**src/rtl/hazard_tracker.sv**
```systemverilog
// hazard_tracker: carries decoded register fields through ID/EX, EX/MEM and
// MEM/WB, feeds the forwarding unit, and raises stall/freeze for hazards
// that forwarding cannot cover (load-use, memory wait, branch flush).
// Optional feature macro: HAZARD_STATS_EN (builds the stall_cycles counter;
// otherwise stall_cycles is tied to 0).
module hazard_tracker #(
  parameter int MAX_WAIT = 15
) (
  input  logic       clk,
  input  logic       rst_n,
  input  logic       ID_valid,
  input  logic [4:0] ID_rs,
  input  logic [4:0] ID_rt,
  input  logic [4:0] ID_rd,
  input  logic       ID_RegWrite,
  input  logic       ID_MemRead,
  input  logic       branch_flush,
  input  logic       mem_ready,
  output logic [4:0] ID_EX_rs,
  output logic [4:0] ID_EX_rt,
  output logic [4:0] EX_MEM_rd,
  output logic [4:0] MEM_WB_rd,
  output logic       EX_MEM_RegWrite,
  output logic       MEM_WB_RegWrite,
  output logic       stall,
  output logic       freeze,
  output logic       mem_error,
  output logic [15:0] stall_cycles
);

  localparam logic [7:0] MAX_W = 8'(MAX_WAIT);

  typedef enum logic {RUN = 1'b0, MEM_WAIT = 1'b1} state_t;

  // Stage registers and their next values
  logic [4:0] idex_rs_reg, idex_rt_reg, idex_rd_reg;
  logic       idex_rw_reg, idex_mr_reg;
  logic [4:0] exmem_rd_reg;
  logic       exmem_rw_reg, exmem_mr_reg;
  logic [4:0] memwb_rd_reg;
  logic       memwb_rw_reg;

  logic [4:0] idex_rs_next, idex_rt_next, idex_rd_next;
  logic       idex_rw_next, idex_mr_next;
  logic [4:0] exmem_rd_next;
  logic       exmem_rw_next, exmem_mr_next;
  logic [4:0] memwb_rd_next;
  logic       memwb_rw_next;

  state_t     state_reg, state_next;
  logic [7:0] wait_cnt_reg, wait_cnt_next;
  logic       mem_error_reg, mem_error_next;

  logic load_use;
  logic load_use_stall;
  logic mem_wait;

  // Hazard detection: a load in EX whose destination is read by the ID instruction
  always_comb begin
    load_use = ID_valid && idex_mr_reg && idex_rw_reg && (idex_rd_reg != 5'd0) &&
               ((idex_rd_reg == ID_rs) || (idex_rd_reg == ID_rt));
    mem_wait = exmem_mr_reg && !mem_ready;
    // A taken branch squashes the dependent instruction, so no stall is needed
    load_use_stall = load_use && !branch_flush;
  end

  // Stage-register next values, priority: freeze, flush, load-use, advance
  always_comb begin
    idex_rs_next  = idex_rs_reg;
    idex_rt_next  = idex_rt_reg;
    idex_rd_next  = idex_rd_reg;
    idex_rw_next  = idex_rw_reg;
    idex_mr_next  = idex_mr_reg;
    exmem_rd_next = exmem_rd_reg;
    exmem_rw_next = exmem_rw_reg;
    exmem_mr_next = exmem_mr_reg;
    memwb_rd_next = memwb_rd_reg;
    memwb_rw_next = memwb_rw_reg;
    if (!mem_wait) begin
      exmem_rd_next = idex_rd_reg;
      exmem_rw_next = idex_rw_reg;
      exmem_mr_next = idex_mr_reg;
      memwb_rd_next = exmem_rd_reg;
      memwb_rw_next = exmem_rw_reg;
      if (branch_flush || load_use || !ID_valid) begin
        idex_rs_next = 5'd0;
        idex_rt_next = 5'd0;
        idex_rd_next = 5'd0;
        idex_rw_next = 1'b0;
        idex_mr_next = 1'b0;
      end else begin
        idex_rs_next = ID_rs;
        idex_rt_next = ID_rt;
        idex_rd_next = ID_rd;
        // r0 is never a write target, so forwarding never matches on it
        idex_rw_next = ID_RegWrite && (ID_rd != 5'd0);
        idex_mr_next = ID_MemRead;
      end
    end
  end

  // Stage registers
  always_ff @(posedge clk or negedge rst_n) begin
    if (!rst_n) begin
      idex_rs_reg  <= 5'd0;
      idex_rt_reg  <= 5'd0;
      idex_rd_reg  <= 5'd0;
      idex_rw_reg  <= 1'b0;
      idex_mr_reg  <= 1'b0;
      exmem_rd_reg <= 5'd0;
      exmem_rw_reg <= 1'b0;
      exmem_mr_reg <= 1'b0;
      memwb_rd_reg <= 5'd0;
      memwb_rw_reg <= 1'b0;
    end else begin
      idex_rs_reg  <= idex_rs_next;
      idex_rt_reg  <= idex_rt_next;
      idex_rd_reg  <= idex_rd_next;
      idex_rw_reg  <= idex_rw_next;
      idex_mr_reg  <= idex_mr_next;
      exmem_rd_reg <= exmem_rd_next;
      exmem_rw_reg <= exmem_rw_next;
      exmem_mr_reg <= exmem_mr_next;
      memwb_rd_reg <= memwb_rd_next;
      memwb_rw_reg <= memwb_rw_next;
    end
  end

  // Memory-wait FSM next state, wait counter and sticky error
  always_comb begin
    state_next     = state_reg;
    wait_cnt_next  = 8'd0;
    mem_error_next = mem_error_reg;
    case (state_reg)
      RUN:      if (mem_wait)  state_next = MEM_WAIT;
      MEM_WAIT: if (mem_ready) state_next = RUN;
      default:  state_next = RUN;
    endcase
    // Counts every cycle the load is held in MEM, including the first one
    // (which is still spent in RUN); idle RUN cycles keep it at zero.
    if (mem_wait) begin
      wait_cnt_next = (wait_cnt_reg >= MAX_W) ? MAX_W : wait_cnt_reg + 8'd1;
      if (wait_cnt_next == MAX_W) mem_error_next = 1'b1;
    end
  end

  // FSM state, counter and error registers
  always_ff @(posedge clk or negedge rst_n) begin
    if (!rst_n) begin
      state_reg     <= RUN;
      wait_cnt_reg  <= 8'd0;
      mem_error_reg <= 1'b0;
    end else begin
      state_reg     <= state_next;
      wait_cnt_reg  <= wait_cnt_next;
      mem_error_reg <= mem_error_next;
    end
  end

`ifdef HAZARD_STATS_EN
  logic [15:0] stall_cnt_reg;

  // Saturating count of cycles with stall asserted
  always_ff @(posedge clk or negedge rst_n) begin
    if (!rst_n) begin
      stall_cnt_reg <= 16'd0;
    end else if (stall && (stall_cnt_reg != 16'hFFFF)) begin
      stall_cnt_reg <= stall_cnt_reg + 16'd1;
    end
  end

  assign stall_cycles = stall_cnt_reg;
`else
  assign stall_cycles = 16'd0;
`endif

  assign freeze          = mem_wait;
  assign stall           = load_use_stall || mem_wait;
  assign mem_error       = mem_error_reg;
  assign ID_EX_rs        = idex_rs_reg;
  assign ID_EX_rt        = idex_rt_reg;
  assign EX_MEM_rd       = exmem_rd_reg;
  assign EX_MEM_RegWrite = exmem_rw_reg;
  assign MEM_WB_rd       = memwb_rd_reg;
  assign MEM_WB_RegWrite = memwb_rw_reg;

endmodule

```
**config.mk**
```make
export PLATFORM = sky130hd
export DESIGN_NAME = hazard_tracker
export DESIGN_NICKNAME = d
export VERILOG_FILES = /design/src/rtl/hazard_tracker.sv
export SDC_FILE = /design/constraint.sdc
export NUM_CORES = 1
export LEC_CHECK = 0
export BUFFER_PORTS_ARGS = -buffer_cell sky130_fd_sc_hd__buf_2
export CORE_ASPECT_RATIO = 0.7
export CORE_MARGIN = 4
export CORE_UTILIZATION = 50
export DETAILED_ROUTE_END_ITERATION = 10
export GPL_ROUTABILITY_DRIVEN = 0
export PLACE_DENSITY = 0.87
export SYNTH_ARGS = -nofsm -noshare
export SYNTH_HDL_FRONTEND = slang
export SYNTH_SLANG_ARGS = --single-unit
export TNS_END_PERCENT = 5
```
**constraint.sdc**
```tcl
create_clock -name clk -period 2.2 [get_ports clk]
set_input_delay 0.33 -clock clk [delete_from_list [all_inputs] [get_ports clk]]
set_output_delay 0.33 -clock clk [all_outputs]
set_load 0.05 [all_outputs]
```
# Word-level counts from Yosys, hierarchy flattened
# Cells that the tools add are included.
dict set report totals {
  register_bits 39
  in_bits 22
  wordCells 41
}
dict set report op_classes {
  add_sub_neg 1
  magnitude_cmp 1
  eq_ne 3
  muxes 7
  reduce_logical 17
}
# cell count
set op_table {}
lappend op_table {{two-way mux 8 bit} 2}
lappend op_table {{two-way mux 5 bit} 3}
lappend op_table {{equality test 5 bit} 2}
lappend op_table {{nonzero test 5 bit} 2}
lappend op_table {{adder 8 x 1 -> 8 bit (second input constant)} 1}
lappend op_table {{equality test 8 x 4 -> 1 bit (second input constant)} 1}
lappend op_table {{>= comparator 8 x 4 -> 1 bit (second input constant)} 1}
lappend op_table {{logical AND 1 bit} 7}
lappend op_table {{logical OR 1 bit} 4}
lappend op_table {{zero test 1 bit} 3}
lappend op_table {{two-way mux 1 bit} 2}
lappend op_table {{AND reduction 2 bit} 1}

# Depth between registers and ports, before layout
# Gate-level depths: netlist (run 1).
dict set report depth {
  depth_word 7
  depth_mapped 7
  depth_no_buf 5
}

# Worst setup path before layout (run 1)
# Ideal clock, no wire load.
dict set report synth_timing {
  path_kind {reg2out}
  startpoint {register idex_rd_reg[0]}
  endpoint {output port stall}
  arrival_time_ns 1.690
  slack_ns 0.180
  stages_incl_launch_ff 7
  path_cell_list {dfrtp_1 buf_2 xnor2_1 nand3_1 o22ai_2 buf_4 a21o_1}
}
dict set report synth_between {
  elab_chain_cells 5
  elab_cells_between_ends 8
  classes_between {2 x eq/ne; 6 x reduce/logical}
}
# element line_no
set synth_rtl {}
lappend synth_rtl {{from (decl)} 36} ;# logic [4:0] idex_rs_reg, idex_rt_reg, idex_rd_reg;
lappend synth_rtl {{from (signal assigned)} 118} ;# idex_rd_reg <= idex_rd_next;
lappend synth_rtl {{equality test 5 bit / nonzero test 5 bit (equally long branches)} {61, 60}}
lappend synth_rtl {{logical OR 1 bit / logical AND 1 bit (equally long branches)} {61, 60}}
lappend synth_rtl {{logical AND 1 bit (*)} 60} ;# load_use = ID_valid && idex_mr_reg && idex_rw_reg && (idex_rd_reg != 5'd0) &&
lappend synth_rtl {{logical AND 1 bit (*)} 64} ;# load_use_stall = load_use && !branch_flush;
lappend synth_rtl {{logical OR 1 bit (*)} 178} ;# assign stall = load_use_stall || mem_wait;
lappend synth_rtl {{to (decl)} 25} ;# output logic stall,
# Every way passes the cells marked *; elsewhere a longest branch is shown, timed or not.

# Worst setup path in the final report (run 1)
dict set report layout_timing {
  startpoint {register idex_rd_reg[2]}
  endpoint {output port stall}
}
# The elaborated chain is that of the path after synthesis.

==> results of run 1 <==
[synth_stat cells, types with 2 or more instances]
cell / count
inv_1: 2
a21o_1: 2
buf_2: 4
nand2_1: 56
clkbuf_1: 3
xnor2_1: 10
buf_4: 18
a31oi_1: 3
buf_8: 2
o21ai_2: 9
dfrtp_1: 39
nand2b_1: 3
nand3_1: 4
o21ai_1: 9
a32oi_1: 17
a21oi_1: 2
[metrics by stage]
step                hold slack, ns  util [%]  std cells
finish                      0.1365     63.72        303
global route                0.2116     63.72        303
CTS                         0.1715     63.31        301
floorplan                  0.03441         -        217
global placement            0.4364     59.88        291
detailed placement          0.4436     59.88        291
[worst max-delay path, stage by stage (launching register included)]
cell       delay [ns]
dfrtp_2          0.41
or4_4            0.55
o2111ai_4        0.22
nor2_1           0.06
a21o_1           0.16
buf_6            0.15
[layout make-up]
cell class / instances / area, sq um / share of cell area (%)
Sequential cell: 39 / 979.7 / 42.14
Multi-Input combinational cell: 148 / 867.1 / 37.30
Timing Repair Buffer: 55 / 304.0 / 13.08
Clock buffer: 8 / 100.1 / 4.306
Tap cell: 50 / 62.56 / 2.691
Inverter: 3 / 11.26 / 0.4844
[routing by layer]
metal,vias to the layer above,wire length [microns]
li1,764,-
met1,771,1959
met2,65,2183
met3,8,352
met4,0,64
met5,-,0
[path summary, 6_finish.rpt]
path | end | slack (ns) | cells past startpoint
min in group clk | idex_mr_reg | 0.28 | 3
min | MEM_WB_RegWrite | 0.14 | 1
max in group asynchronous | idex_rd_reg[2] | 1.48 | 1
max reg2reg | idex_rd_reg[4] | 0.40 | 5
min reg2reg | mem_error | 0.45 | 1
max | stall | 0.03 | 5
[what timing repair did]
action / CTS / global route
hold buffers: 0 / 0
setup buffers: 2 / 2
pin swaps: 0 / 3
setup endpoints to repair: 1 / 1
endpoints found under the hold margin: 0 / 0
resized for setup: 5 / 0
[power by group]
part | internal [uW] | leakage [uW] | total (uW) | switching, uW
Sequential | 811 | 0.000495 | 882 | 70.2
Clock | 286 | 0.0000515 | 522 | 236
Combinational | 177 | 0.000601 | 687 | 510
Total | 1270 | 0.00115 | 2090 | 816
[logic make-up after synthesis]
logic type	Yosys count
adders and majority gates	1
and+or+nand+nor	69
muxes	1
xor gates and xnor gates	10
DFF	39
buffers and inverters	30
AOI/OAI and AO/OA	47
other	1
[layout by cell type (no fill, tap or decap), types with 2 or more instances in the layout]
cell      synthesis  layout
inv_1             2       2
o21ai_1           9       9
dfrtp_2           0       3
nand2b_1          3       3
clkbuf_8          0       7
nand2_1          56      56
buf_4            18       9
dfrtp_1          39      36
a32oi_1          17      17
a31oi_1           3       3
a21oi_1           2       2
a21o_1            2       2
buf_2             4      45
conb_1            1      20
o21ai_2           9       9
xnor2_1          10      10
nand3_1           4       4
==> out/metrics.yaml, run 1 <==
clock_tree:
  clk_pin_slew_worst_paths_ns: 0.07
  cts-htree-levels: 2
  clock_sinks: 39
  cts_made_buffers: 5
  cts_tree: "built"
  cts-root-buf: "clkbuf_8"
  clk_path_buf_depth: 2
  clk_latency_ns: 0.29
critical_path:
  crit_start: "idex_rd_reg[2]"
  cp_max_fo: 2
  cp-end-kind: "primary output"
  worstPathArrival_ns: 1.84
  r2r-start: "idex_rd_reg[2]"
  startpoint_type: "flip-flop"
  required_ns: 1.87
  critPathKind: "flip-flop to primary output"
routing:
  drc: 0
  drt_iter0_drc: 92
  antenna_left: 0
  drtPass1Iterations: 4
  vias: 1608
  viasPerCell: 5.307
  wl_per_cell_microns: 15.05
  routed_wl_mm: 4.560
floorplan:
  die_w_microns: 83.09
  core_sq_mm: 0.003649
  rows: 18
  start_util_pct: 54.08
  die_h_microns: 60.56
  dieArea_sq_mm: 0.005032
  ios: 63
timing:
  slew_violations: 0
  max-slew-margin-rel_pct: 44.04
  max_freq_ghz: 0.4607
  period_needed_ns: 2.171
  fin_ws_ns: 0.02944
  fin_skew_ns: 0.003523
  finalHoldViolCount: 0
  grt_setup_unrepaired: "true"
  fin_crit_sh_pct: 98.66
  worstMarginPinSlew_ns: 0.8394
  finalSetupViolations: 0
  tns_ns: 0
grt:
  antenna_found_initial: 0
  grt_usage_pct: 18.55
  grt.overflow.total: 0
  grt_max_degree: 40
  grt_pass1_wl_mm: 7.231
  use_met2_pct: 28.88
  grt.busiest_layer: "met2"
  grtUsageMet3_pct: 6.106
  use_met1_pct: 24.53
  grt_pass1_vias: 1467
synthesis:
  synthAdderAreaFrac_pct: 0.6341
  yosys_most_used_dff: "dfrtp_1"
  ys_seq_elements: 39
  synth_compound_area_share_pct: 19.15
  synthArstFlopShare_pct: 100.0
  synth_top_area_share_pct: 49.46
  synth_area_sq_mm: 0.001973
  synth_top_area_cell: "dfrtp_1"
  synth.area.mux_share_pct: 0.5073
  synth_area_per_cell_sq_um: 9.965
  synth_xor_area_share_pct: 4.439
  synth-edff-count: 0
  ys_seq_area_share_pct: 49.46
  synthSimpleGateAreaFrac_pct: 15.09
  ys_warn_count: 0
  synth_top_family_by_area: "compound AO/OA/AOI/OAI gates"
  synth.distinct_cells: 31
  synth.area.top_cells: "dfrtp_1 (49%), nand2_1 (11%), a32oi_1 (7.5%)"
  postSynthCellCount: 198
power:
  power_density_mw_per_mm2: 899.5
  peakVddDrop_mv: 0.4947
  power_uw: 2091
  leakage_uw: 0.001148
finish:
  fillCellCount: 330
  nets: 275
  largest_register_ffs: 8
  design_area_sq_mm: 0.002325
  drive_above_1_share_pct: 31.23
  antennaDiodeCount: 0
  syn2layout_area_growth_pct: 17.82
min_path:
  min_path_type: "primary input to async pin"
placed_design:
  place_area_sq_mm: 0.002185
  numPortBuffers: 46
  preCtsSetupSlack_ns: 0.2417
  hpwl_mm: 3.220
run_status:
  status: "finished clean"
run:
  drv_cap: 0
No activity file was read; power rests on OpenSTA's default activity.
==> run 2: changes to the inputs <==
--- a/config.mk
+++ b/config.mk
@@ -11,7 +11,9 @@
 export CORE_UTILIZATION = 50
 export DETAILED_ROUTE_END_ITERATION = 10
 export GPL_ROUTABILITY_DRIVEN = 0
+export GPL_TIMING_DRIVEN = 0
 export PLACE_DENSITY = 0.87
+export SLEW_MARGIN = 20
 export SYNTH_ARGS = -nofsm -noshare
 export SYNTH_HDL_FRONTEND = slang
 export SYNTH_SLANG_ARGS = --single-unit
==> constraint.sdc (replaced) <==
create_clock -name clk -period 2.4 [get_ports clk]
set_input_delay 0.36 -clock clk [delete_from_list [all_inputs] [get_ports clk]]
set_output_delay 0.36 -clock clk [all_outputs]
set_load 0.05 [all_outputs]
==> run 2 against run 1 <==
  * Hold slack gained 0.023 ns
  * Via count increased by 2.9%
  * Global-route usage up 0.40 points
  * Total power is 6.6% lower
  * Register-to-register slack better by 0.09 ns
  * Sequential share of layout area shrank 2.6 points
  * Critical path type unchanged
  * Highest routed layer unchanged
==> out/metrics.yaml, run 2 (synthesis gave the netlist of run 1 again) <==
run_status:
  status: "finished clean"
clock_tree:
  cts-root-buf: "clkbuf_8"
  clk_latency_ns: 0.30
  clk_path_buf_depth: 2
  clk_pin_slew_worst_paths_ns: 0.08
  cts_tree: "built"
  cts-htree-levels: 2
  clock_sinks: 39
  cts_made_buffers: 5
timing:
  fin_crit_sh_pct: 97.27
  whs_ns: 0.1596
  finalHoldViolCount: 0
  grt_setup_unrepaired: "false"
  worstMarginPinSlew_ns: 0.8311
  max_freq_ghz: 0.4284
  slew_violations: 0
  fin_skew_ns: 0.007017
  max-slew-margin-rel_pct: 44.59
  finalSetupViolations: 0
  tns_ns: 0
  fin_ws_ns: 0.06555
  period_needed_ns: 2.334
critical_path:
  worstPathArrival_ns: 1.97
  max_stage_delay_ns: 0.56
  cp-end-kind: "primary output"
  critPathKind: "flip-flop to primary output"
  startpoint_type: "flip-flop"
  slowest_stage: "or4_4"
  cp_num_buf_inv: 1
  crit_family: "simple AND/OR/NAND/NOR gates"
  cp_max_fo: 5
  required_ns: 2.04
  crit_chain: "or4_4 > o2111ai_4 > nor2_1 > a21o_1 > buf_4"
floorplan:
  ios: 63
  dieArea_sq_mm: 0.005032
  die_h_microns: 60.56
  start_util_pct: 54.08
  core_sq_mm: 0.003649
  die_w_microns: 83.09
  rows: 18
routing:
  drt-met1-wl_mm: 2.080
  highest_layer: "met4"
  wl_per_cell_microns: 14.18
  drtPass1Iterations: 4
  viasPerCell: 5.124
  drc: 0
  routed_wl_mm: 4.581
  vias: 1655
  route.met2.wl_mm: 2.047
  antenna_left: 0
  drt_iter0_drc: 107
  route.met3.wl_microns: 403
power:
  leakage_uw: 0.001246
  power_density_mw_per_mm2: 789.5
  power_uw: 1952
  peakVddDrop_mv: 0.4488
finish:
  final_cell_mix: "nand2_1 (56), buf_2 (49), dfrtp_1 (37)"
  largest_register_ffs: 8
  syn2layout_area_growth_pct: 25.30
  post-route-util_pct: 67.76
  drive_above_1_share_pct: 35.16
  antennaDiodeCount: 0
  nets: 295
  mostFrequentLayoutCell: "nand2_1"
placed_design:
  hpwl_mm: 3.273
  preCtsSetupSlack_ns: 0.1035
  numPortBuffers: 46
grt:
  grt_usage_pct: 18.95
  antenna_found_initial: 0
  grt_pass1_wl_mm: 7.258
  grt.overflow.total: 0
  grt_pass1_vias: 1441
  grt_max_degree: 40
min_path:
  min_path_type: "primary input to async pin"
run:
  drv_cap: 0
## run 2: cell types whose count changed in the layout (fill, tap and decap cells not counted), sizes merged
cell,previous run,this run
clkbuf,8,10
clkinvlp,0,1
buf,55,72
## run 2: area by class of cell
type                    count  area (sq um)
multi-input cells         148         868.3
flip-flops and latches     39         978.4
well taps                  50         62.56
clock buffers               7         96.34
plain buffers              27         200.2
clock inverters             1         7.507
fillers                   303          1176
inverters                   3         11.26
repair buffers             48         247.7
## run 2: timing repair
item,CTS,global route
setup buffers,2,0
pin swaps,2,0
hold buffers,0,0
gates resized for setup,2,4
gates cloned,0,0
endpoints found under the hold margin,0,0
endpoints found under the setup margin,1,1
## run 2: report_power, final
part	leakage [uW]	total [uW]	internal, uW	switching (uW)
logic	0.000699	653	180	473
clock network	0.0000505	490	261	229
registers	0.000497	809	743	66.2
## run 2: path summary, 6_finish.rpt
check                                from        endpoint  slack [ns]  depth (start not counted)
min                                 rst_n    EX_MEM_rd[2]        0.16                          1
max in group asynchronous           rst_n  idex_rd_reg[1]        1.67                          1
max reg2reg                  exmem_mr_reg     ID_EX_rs[2]        0.49                          7
max                        idex_rd_reg[1]           stall        0.07                          5
min reg2reg                     mem_error       mem_error        0.45                          1
min in group clk                 ID_rd[2]  idex_rd_reg[2]        0.31                          3
## run 2: through the flow
| step | area (sq um) | std cells |
|---|---|---|
| after floorplan | 2044 | 217 |
| after global placement | 2337 | 313 |
| after CTS | 2467 | 323 |
| final | 2472 | 323 |
| after global routing | 2472 | 323 |
| after detailed placement | 2337 | 313 |
## run 2: per-layer routing
| metal | vias to the layer above | track usage [%] |
|---|---|---|
| li1 | 809 | - |
| met1 | 764 | 26.45 |
| met2 | 76 | 27.40 |
| met3 | 6 | 8.141 |
| met4 | 0 | 4.895 |
| met5 | - | 0 |
==> run 3: changes to the inputs <==
--- a/config.mk
+++ b/config.mk
@@ -5,14 +5,16 @@
 export SDC_FILE = /design/constraint.sdc
 export NUM_CORES = 1
 export LEC_CHECK = 0
+export ABC_CLOCK_PERIOD_IN_PS = 2400
 export BUFFER_PORTS_ARGS = -buffer_cell sky130_fd_sc_hd__buf_2
-export CORE_ASPECT_RATIO = 0.7
+export CORE_ASPECT_RATIO = 1.4
 export CORE_MARGIN = 4
 export CORE_UTILIZATION = 50
 export DETAILED_ROUTE_END_ITERATION = 10
 export GPL_ROUTABILITY_DRIVEN = 0
 export GPL_TIMING_DRIVEN = 0
 export PLACE_DENSITY = 0.87
+export SETUP_SLACK_MARGIN = 0.5
 export SLEW_MARGIN = 20
 export SYNTH_ARGS = -nofsm -noshare
 export SYNTH_HDL_FRONTEND = slang
==> run 3 against run 2 <==
  * Via count increased by 2.8%
  * Combinational power increased by 5.7%
  * Non-clock buffer count rose by 6
  * Maximum frequency up 4.2%
  * Die area is essentially flat
==> out/metrics.yaml, run 3 (synthesis gave the netlist of run 1 again) <==
floorplan:
  dieArea_sq_mm: 0.005030
  rows: 26
  start_util_pct: 52.74
  die_w_microns: 61.09
  die_h_microns: 82.33
  ios: 63
  core_sq_mm: 0.003741
grt:
  grt_pass1_vias: 1717
  antenna_found_initial: 0
  grt_usage_pct: 20.12
  grt.overflow.total: 0
  grt_pass1_wl_mm: 7.493
  grt_max_degree: 40
routing:
  drtPass1Iterations: 4
  drt_iter0_drc: 105
  routed_wl_mm: 4.587
  wl_per_cell_microns: 14.33
  vias: 1702
  viasPerCell: 5.319
  drc: 0
  antenna_left: 0
timing:
  finalHoldViolCount: 0
  grt_setup_unrepaired: "true"
  max_freq_ghz: 0.4462
  max-slew-margin-rel_pct: 43.89
  fin_skew_ns: 0.002493
  slew_violations: 0
  period_needed_ns: 2.241
  fin_crit_sh_pct: 93.37
  worstMarginPinSlew_ns: 0.8417
  finalSetupViolations: 0
  tns_ns: 0
clock_tree:
  clock_sinks: 39
  cts_tree: "built"
  clk_pin_slew_worst_paths_ns: 0.07
  hold_buffers: 0
  cts-root-buf: "clkbuf_8"
  cts-htree-levels: 2
  clk_path_buf_depth: 2
  cts_made_buffers: 5
  clk_latency_ns: 0.29
critical_path:
  max_stage_delay_ns: 0.53
  cp-end-kind: "primary output"
  reg2reg_slack_ns: 0.50
  crit_chain: "or4_4 > o2111ai_4 > nor2_2 > a21o_4 > buf_6"
  startpoint_type: "flip-flop"
  critPathKind: "flip-flop to primary output"
  r2r-start: "idex_rd_reg[2]"
  cp_max_fo: 3
  r2r-end: "ID_EX_rt[1]"
  r2r_cells: 7
  required_ns: 2.04
  slowest_stage: "or4_4"
  worstPathArrival_ns: 1.88
power:
  leakage_uw: 0.001280
  peakVddDrop_mv: 0.5728
  power_density_mw_per_mm2: 762.9
finish:
  antennaDiodeCount: 0
  final_cell_mix: "nand2_1 (56), buf_2 (49), dfrtp_1 (36)"
  drive_above_1_share_pct: 37.77
  design_area_sq_mm: 0.002530
  largest_register_ffs: 8
  nets: 301
  mostFrequentLayoutCell: "nand2_1"
  syn2layout_area_growth_pct: 28.22
run:
  drv_cap: 0
min_path:
  min_path_type: "primary input to async pin"
placed_design:
  numPortBuffers: 46
  place_area_sq_mm: 0.002335
  hpwl_mm: 3.219
run_status:
  status: "finished clean"
## run 3: metal layers
| layer | routed length (microns) | global-route usage, % |
|---|---|---|
| met1 | 1727 | 22.84 |
| met2 | 2329 | 34.43 |
| met3 | 407 | 4.355 |
| met4 | 122 | 10.63 |
| met5 | 0 | 0 |
## run 3: area by class of cell
class / count / area, sq um
fillers: 322 / 1211
clock inverters: 1 / 5.005
flip-flops and latches: 39 / 979.7
inverters: 3 / 11.26
repair buffers: 54 / 309.0
multi-input cells: 148 / 885.9
clock buffers: 6 / 82.58
plain buffers: 27 / 203.9
well taps: 42 / 52.55
## run 3: timing repair
| item | in CTS | in global routing |
|---|---|---|
| buffers inserted | 5 | 3 |
| resized for setup | 7 | 3 |
| endpoints found under the setup margin | 2 | 13 |
| pin swaps | 2 | 1 |
## run 3: how the worst max path moves through the flow
stage / end / slack [ns] / start
after floorplan: stall / 0.42 / idex_rd_reg[1]
after global placement: stall / 0.18 / idex_rd_reg[0]
after detailed placement: stall / 0.17 / idex_rd_reg[0]
after CTS: stall / 0.16 / idex_rd_reg[2]
after global routing: stall / 0.12 / idex_rd_reg[2]
final: stall / 0.16 / idex_rd_reg[2]
## run 3: worst max-delay path, delay by kind of cell (launching register included)
family | cells | cell delay [ns]
AOI/OAI and AO/OA | 2 | 0.42
buffers and inverters | 1 | 0.14
DFF | 1 | 0.43
and+or+nand+nor | 2 | 0.58
## run 3: through the flow
stage          hold slack [ns]  std cells  setup slack [ns]  util (%)  power [uW]
2_1_floorplan          0.06441        217            0.4204         -        1303
5_1_grt                 0.2474        320            0.1165     67.63        2022
6_report                0.1708        320            0.1590     67.63        1930
3_3_place_gp            0.4446        305            0.1795     62.41        1444
4_1_cts                 0.1950        317            0.1635     66.66        1931
3_5_place_dp            0.4517        305            0.1691     62.41        1458
## run 3: report_power, final
group | leakage (uW) | switching, uW | internal, uW
registers | 0.000495 | 58.3 | 744
clock network | 0.0000470 | 213 | 225
logic | 0.000738 | 486 | 204
total | 0.00128 | 757 | 1170
